<file path="src/rtl/wwm_input_conditioner.sv">
// wwm_input_conditioner: synchronizes/debounces Start and Fire buttons and registers velocity switches with freeze.
// Optional auto-repeat of held buttons is enabled by defining WWM_AUTOREPEAT_EN.
module wwm_debounce_fsm #(
    parameter int DEBOUNCE_CYCLES = 1000000,
    parameter int REPEAT_CYCLES   = 25000000,
    parameter int CNT_W           = 25
) (
    input  logic clk,
    input  logic rst,
    input  logic sync_in,
    output logic pulse,
    output logic level
);
`ifdef WWM_AUTOREPEAT_EN
    localparam bit AR_EN = 1'b1;
`else
    localparam bit AR_EN = 1'b0;
`endif
    localparam logic [CNT_W-1:0] DB_LAST = CNT_W'(DEBOUNCE_CYCLES - 1);
    localparam logic [CNT_W-1:0] RP_LAST = CNT_W'(REPEAT_CYCLES - 1);
    typedef enum logic [2:0] {IDLE, ARM, PULSE, HELD, REL} state_t;
    state_t state_q, state_d;
    logic [CNT_W-1:0] cnt_q, cnt_d;
    always_comb begin
        state_d = state_q;
        cnt_d   = cnt_q;
        unique case (state_q)
            IDLE: if (sync_in) begin
                state_d = ARM;
                cnt_d   = '0;
            end
            ARM: if (!sync_in) begin
                state_d = IDLE;
                cnt_d   = '0;
            end else if (cnt_q == DB_LAST) begin
                state_d = PULSE;
                cnt_d   = '0;
            end else cnt_d = cnt_q + 1'b1;
            PULSE: begin
                state_d = HELD;
                cnt_d   = '0;
            end
            // A repeat re-enters PULSE so every pulse is followed by a fresh HELD entry
            HELD: if (!sync_in) begin
                state_d = REL;
                cnt_d   = '0;
            end else if (AR_EN && cnt_q == RP_LAST) begin
                state_d = PULSE;
                cnt_d   = '0;
            end else if (AR_EN) cnt_d = cnt_q + 1'b1;
            REL: if (sync_in) begin
                state_d = HELD;
                cnt_d   = '0;
            end else if (cnt_q == DB_LAST) begin
                state_d = IDLE;
                cnt_d   = '0;
            end else cnt_d = cnt_q + 1'b1;
            default: begin
                state_d = IDLE;
                cnt_d   = '0;
            end
        endcase
    end
    always_ff @(posedge clk) begin
        if (rst) begin
            state_q <= IDLE;
            cnt_q   <= '0;
        end else begin
            state_q <= state_d;
            cnt_q   <= cnt_d;
        end
    end
    assign pulse = (state_q == PULSE);
    assign level = (state_q == PULSE) || (state_q == HELD) || (state_q == REL);
endmodule

module wwm_input_conditioner #(
    parameter int DEBOUNCE_CYCLES = 1000000,
    parameter int REPEAT_CYCLES   = 25000000,
    parameter int CNT_W           = 25
) (
    input  logic       clk,
    input  logic       Reset,
    input  logic       BtnU_raw,
    input  logic       BtnR_raw,
    input  logic [7:0] Sw,
    input  logic       freeze,
    output logic       Start_pulse,
    output logic       Fire_pulse,
    output logic       Start_level,
    output logic       Fire_level,
    output logic [3:0] vX,
    output logic [3:0] vY
);
    logic [9:0] sync1_q, sync1_d, sync2_q, sync2_d;
    logic [3:0] vx_q, vx_d, vy_q, vy_d;
    always_comb begin
        sync1_d = {BtnU_raw, BtnR_raw, Sw};
        sync2_d = sync1_q;
        vx_d    = freeze ? vx_q : sync2_q[7:4];
        vy_d    = freeze ? vy_q : sync2_q[3:0];
    end
    always_ff @(posedge clk) begin
        if (Reset) begin
            sync1_q <= '0;
            sync2_q <= '0;
            vx_q    <= '0;
            vy_q    <= '0;
        end else begin
            sync1_q <= sync1_d;
            sync2_q <= sync2_d;
            vx_q    <= vx_d;
            vy_q    <= vy_d;
        end
    end
    wwm_debounce_fsm #(
        .DEBOUNCE_CYCLES(DEBOUNCE_CYCLES),
        .REPEAT_CYCLES(REPEAT_CYCLES),
        .CNT_W(CNT_W)
    ) u_start (
        .clk(clk),
        .rst(Reset),
        .sync_in(sync2_q[9]),
        .pulse(Start_pulse),
        .level(Start_level)
    );
    wwm_debounce_fsm #(
        .DEBOUNCE_CYCLES(DEBOUNCE_CYCLES),
        .REPEAT_CYCLES(REPEAT_CYCLES),
        .CNT_W(CNT_W)
    ) u_fire (
        .clk(clk),
        .rst(Reset),
        .sync_in(sync2_q[8]),
        .pulse(Fire_pulse),
        .level(Fire_level)
    );
    assign vX = vx_q;
    assign vY = vy_q;
endmodule
</file>
<file path="config.mk">
export PLATFORM = sky130hd
export DESIGN_NAME = wwm_input_conditioner
export DESIGN_NICKNAME = d
export VERILOG_FILES = /design/src/rtl/wwm_input_conditioner.sv
export SDC_FILE = /design/constraint.sdc
export NUM_CORES = 1
export LEC_CHECK = 0
export ABC_AREA = 0
export ABC_CLOCK_PERIOD_IN_PS = 2600
export BUFFER_PORTS_ARGS = -buffer_cell sky130_fd_sc_hd__buf_2
export CAP_MARGIN = 10
export CORE_MARGIN = 5
export CORE_UTILIZATION = 60
export DETAILED_ROUTE_END_ITERATION = 7
export PLACE_DENSITY = 0.76
export SLEW_MARGIN = 25
export SYNTH_ARGS = -nofsm -noshare
export SYNTH_HDL_FRONTEND = slang
export SYNTH_SLANG_ARGS = --single-unit
</file>
<file path="constraint.sdc">
create_clock -name clk -period 2.6 [get_ports clk]
set_input_delay 0.52 -clock clk [delete_from_list [all_inputs] [get_ports clk]]
set_output_delay 0.52 -clock clk [all_outputs]
set_load 0.02 [all_outputs]
</file>
After elaboration in Yosys (flattened, before gate mapping)
Index checks and enable logic that the tools add are counted.
Widths: inputs -> output; s select.

word-level totals
  latch bits = 0
  word-level logic and storage cells = 64
  memories kept = 0
  bits in writable memories = 0
  register bits after elaboration = 84
  output and inout bits = 12
  ROM bits = 0
  bits of input ports = 13

operators by class
  shift-type cells = 0
  equality and inequality tests = 18
  order comparisons = 0
  $add $sub $neg = 2
  div/mod/pow operators = 0
  multiplexer cells = 26
  reduce and logical (&&, ||, !) cells = 10
  multiply operators = 0
  bitwise operators = 0

operator list
  operator               number
  $mux 25                10
  $pmux 25 s4            2
  $add 25x1->25 const B  2
  $eq 25x20->1 const B   2
  $mux 3                 12
  $pmux 3 s5             2
  $eq 3x2->1 const B     4
  $ne 3x2->1 const B     4
  $ne 2x2->1 const B     4
  $reduce_and 4->1       2
  $eq 3x1->1 const B     2
  $eq 3x3->1 const B     2
  $logic_not 3->1        2
  $logic_or 1x1->1       4
  $reduce_and 2->1       2

Logic depth before layout (Yosys ltp)
  depth in word-level cells = 4
  gate-level depth with buffers = 8
  mapped depth without buffers = 6

Modules after synthesis
From an unflattened synthesis, not the netlist that was laid out.

second synthesis, totals
  cell total of the unflattened synthesis = 472
  area total of the unflattened synthesis = 4147.7 um^2

by module, submodules not included
  module                 cells an instance  times used  area an instance (um^2)  seq. area each (um^2)
  wwm_debounce_fsm       202                2           1636.6                   560.5
  wwm_input_conditioner  68                 1           874.6                    560.5

Worst setup path before layout
OpenSTA, ideal clock, no wires.

  kind = register -> register
  start = register u_start.state_q[2]
  end = register u_start.cnt_q[15]
  data arrival time = 1.841 ns
  slack = 0.684 ns
  stages on the path, launching flop included = 8
  setup time = 0.074 ns
  clock period less this slack = 1.916 ns
  data required time = 2.526 ns
  buffers on the path = 2
  cell sequence = dfxtp_1 buf_6 and4b_4 buf_6 nor4_4 nand3_1 or4_1 a31oi_1

on the way
  word-level cells in the longest chain between the ends = 3
  elaborated cells between the ends (all ways) = 8
  those cells by class = eq/ne: 5; mux: 1; reduce/logical: 2

ends and longest elaborated chain
  item                                           line  text
  from (decl)                                    22    state_t state_q, state_d;
  from (signal assigned)                         69    state_q <= state_d;
  $eq 3x2->1 or $logic_not 3->1 (tied branches)  27    unique case (state_q)
  $ne 2x2->1 (no line)                           -
  $reduce_and 2->1 (no line)                     -
  to (signal assigned)                           70    cnt_q <= cnt_d;
  to (decl)                                      23    logic [CNT_W-1:0] cnt_q, cnt_d;

Parallel ways exist; a longest one is shown, timed or not.
A chain may end at the register's enable or synchronous reset.

Worst setup path in the final report
  start = register u_start.cnt_q[10]
  end = register u_start.cnt_q[0]

on the way
  word-level cells in the longest chain between the ends = 4
  elaborated cells between the ends (all ways) = 5
  those cells by class = eq/ne: 1; mux: 4

ends and longest elaborated chain
  item                        line
  $eq 25x20->1 *              35, 54
  $mux 25 *                   35, 54
  $mux 25 (on tied branches)  51, 32
  $pmux 25 s4 *               27

Mark *: on every way between the ends. The rest lies on a longest branch, timed or not.

==> summary.md <==
| Metric | Value |
|---|---|
| Outcome | `complete, no violations` |
| Post-DR wirelength/cell | `13.7 um` |
| Number of enable flip-flop cells after synthesis | `0` |
| Switching share of total power | `23.1%` |
| Total negative slack | `0 ns` |
| Synth Flop Type | `dfxtp_1` |
| Number of global-route vias before repair | `3006` |
| Largest stage delay, worst path | `about 0.55 ns` |
| Final hold violation count | `0` |
| First DRT Iteration DRCs | `261` |
| Die width | `89.3 um` |
| Root Driver | `clkbuf_8` |
| GR Overflow Total | `0` |
| Internal power of the cells | `1.72 mW` |
| Largest net degree at the start of global routing | `33` |
| Largest delay share family, worst path | `simple AND/OR/NAND/NOR gates` |
| Final setup violating endpoints | `0` |
| Post-CTS Hold Fix Bufs | `0` |
| Clock transition at path regs | `0.08 ns` |
| Crit Path Max Fanout | `13` |
| Die area | `between 7000 and 8000 um^2` |
| Final slew viol count | `0` |
| Inst Count DP | `521` |
| # resized after CTS | `0` |
| First-pass GRT wire length | `13300 um` |
| Clk_skew | `a little under 0.007 ns` |
| F_max | `436 MHz` |
| Netlist cell types | `50` |
| Crit path kind | `reg2reg` |
| Synthesized area per cell | `8.67 um^2` |
| Rows | `28` |
| 1st-pass router iterations | `5` |
| Final WL | `7370 um` |
| Tmin final | `2.30 ns` |
| Gpl congestion | `0.967` |
| Max-Cap Viols | `0` |
| CTS tree | `yes` |
| Pwr/cell area | `around 550 nW/um^2` |
| Input/output buffers | `24` |
| DR DRC count | `0` |
| H-tree depth | `3` |
| Async S/R FF share, synth | `0%` |
| Flop pwr share | `59.1%` |
| Worst Path Buf+Inv | `1` |
| Combinational power share | `approximately 4.8%` |
| FF+latch count, synth | `84` |
| Fraction of layout cells with a size suffix above 1 | `11.0%` |
| P&R area growth vs syn | `8.79%` |
| IO Count | `25` |
| Slew margin rel. | `55.0%` |
| VDD IR-drop max | `between 0.0004 and 0.0005 V` |
| Slowest CP cell | `o21ai_1` |
| Slew @ Worst Pin | `0.671 ns` |
| Power share of the clock group | `36.1%` |
| Critical-path cell list | `nor4_1, and4_1, a2bb2oi_1, o21ai_1, buf_4, nor2_1` |
| Post-CTS Setup Inserts | `0` |
| Final period util | `88.3%` |
| Initial core utilization | `62.6%` |
| Syn_nets | `450` |
| Cell Area, Synth | `approximately 3800 um^2` |
| Clock latency on the worst-skew pair | `~0.34 ns` |
| Placeable Area | `6030 um^2` |
| Synth Warn # | `0` |
| Chip Height | `approximately 89 um` |
| CTS sink cnt | `84` |
| Worst hold path type | `in2reg` |
| P_leak | `1.42 nW` |
| Synthesized instance count | `435` |
| Antenna Nets Post-Route | `0` |
| Non-Filler Instances | `537` |
| Antenna violations before repair | `0` |
| CTS Buf Count | `9` |
| Crit path DAT | `2.53 ns` |
| Critical Path RT | `roughly 2.8 ns` |
| Total GRT Usage | `21.0%` |
| CP startpoint kind | `flip-flop` |
| Switching pwr | `0.517 mW` |
| Crit. End Element | `flip-flop` |
| DR vias | `approximately 3100` |
| Deepest clock path buffer count | `2` |
| Nets | `472` |
| Vias per Instance | `5.72` |
| Diode count | `0` |
| Sequential share of the synthesized area | `44.6%` |
| Hpwl dp | `5220 um` |
| RSZ-0062 raised after global routing | `false` |
==> placed cells by master, fill, tap and decap left out, types with 14 or more instances in the layout <==
cell type | synthesis | layout
nor2b_1 | 20 | 20
nor3_1 | 19 | 19
buf_2 | 9 | 24
nand3_1 | 24 | 24
nor4_1 | 14 | 14
nor2_1 | 67 | 67
xnor2_1 | 30 | 30
nand2_1 | 32 | 32
dfxtp_1 | 84 | 84
nand4_1 | 14 | 14
==> power groups by stage <==
stage,registers (mW),logic (mW),clock network (mW)
after floorplan,1.35,0.0792,0
after global placement,1.35,0.106,0
after detailed placement,1.35,0.108,0
after CTS,1.32,0.108,0.834
after global routing,1.32,0.122,0.896
final,1.32,0.108,0.808
==> path summary, 6_finish.rpt <==
check                                        from  slack [ns]  cells past startpoint          endpoint
worst min-delay path                        Sw[1]        0.38                      2        sync1_q[1]
worst max register to register  u_start.cnt_q[10]        0.30                      6  u_start.cnt_q[0]
worst min register to register         sync1_q[0]        0.44                      1        sync2_q[0]
worst max-delay path            u_start.cnt_q[10]        0.30                      6  u_start.cnt_q[0]
==> layout make-up <==
cell class | count | area [um^2]
Timing Repair Buffer | 32 | 180
Inverter | 8 | 30.0
Multi-Input combinational cell | 322 | 1950
Sequential cell | 84 | 1680
Clock inverter | 4 | 25.0
Fill cell | 478 | 1920
Clock buffer | 12 | 145
Tap cell | 75 | 93.8
==> state kept, by name, summed over array words and instances, names as in the netlist <==
name             count
u_fire.cnt_q        25
u_start.cnt_q       25
sync1_q             10
sync2_q             10
vX                   4
vY                   4
u_fire.state_q       3
u_start.state_q      3
==> metal layers <==
metal / GRT usage [%] / wire [um]
met5: 0 / 0
met4: 8.66 / 80
met3: 4.61 / 374
met2: 31.4 / 3240
met1: 29.2 / 3670
==> worst register-to-register path: stages, from the launching register on <==
cell and delay [ns]:
dfxtp_1 0.38, nor4_1 0.39, and4_1 0.38, a2bb2oi_1 0.10, o21ai_1 0.55, buf_4 0.32
nor2_1 0.07
==> through the flow <==
step,power (mW),hold WS [ns],setup WS [ns],area [um^2],util [%]
final,2.24,0.380,0.304,4100,68.1
after floorplan,1.43,0.414,0.684,3770,-
after detailed placement,1.46,0.426,0.384,3930,65.3
after CTS,2.26,0.366,0.362,4100,68.1
after global placement,1.46,0.416,0.425,3930,65.3
after global routing,2.34,0.367,0.0139,4100,68.1
==> cells in the mapped netlist (3+ instances only) <==
cell       n  share of area (%)
xnor2_1   30                7.0
o21ai_0    7               0.93
xor2_1     9                2.1
nor4_1    14                2.3
inv_1      8               0.80
mux2i_1    9                2.4
nand2_1   32                3.2
and3_1     7                1.2
or3_1      3               0.50
a21o_1     3               0.60
a31oi_1    3               0.50
clkbuf_1   9               0.90
a21oi_1   10                1.3
nand4_1   14                2.3
and4_1     6                1.4
dfxtp_1   84                 45
nand3_1   24                3.2
a211oi_1   3               0.60
nand2b_1   3               0.50
nor2_1    67                6.7
nor2b_1   20                3.3
or4_1      3               0.60
buf_6      3               0.90
nor3_1    19                2.5
buf_2      9                1.2
nor4b_1    4               0.93
==> cells by family after synthesis <==
family / share of synthesized area, %
buffers and inverters: 3.78
AOI/OAI and AO/OA: 7.17
xor gates and xnor gates: 9.06
adders and majority gates: 0.663
muxes: 2.39
and+or+nand+nor: 32.3
DFF: 44.6
Power figures use the tool's default switching activity.
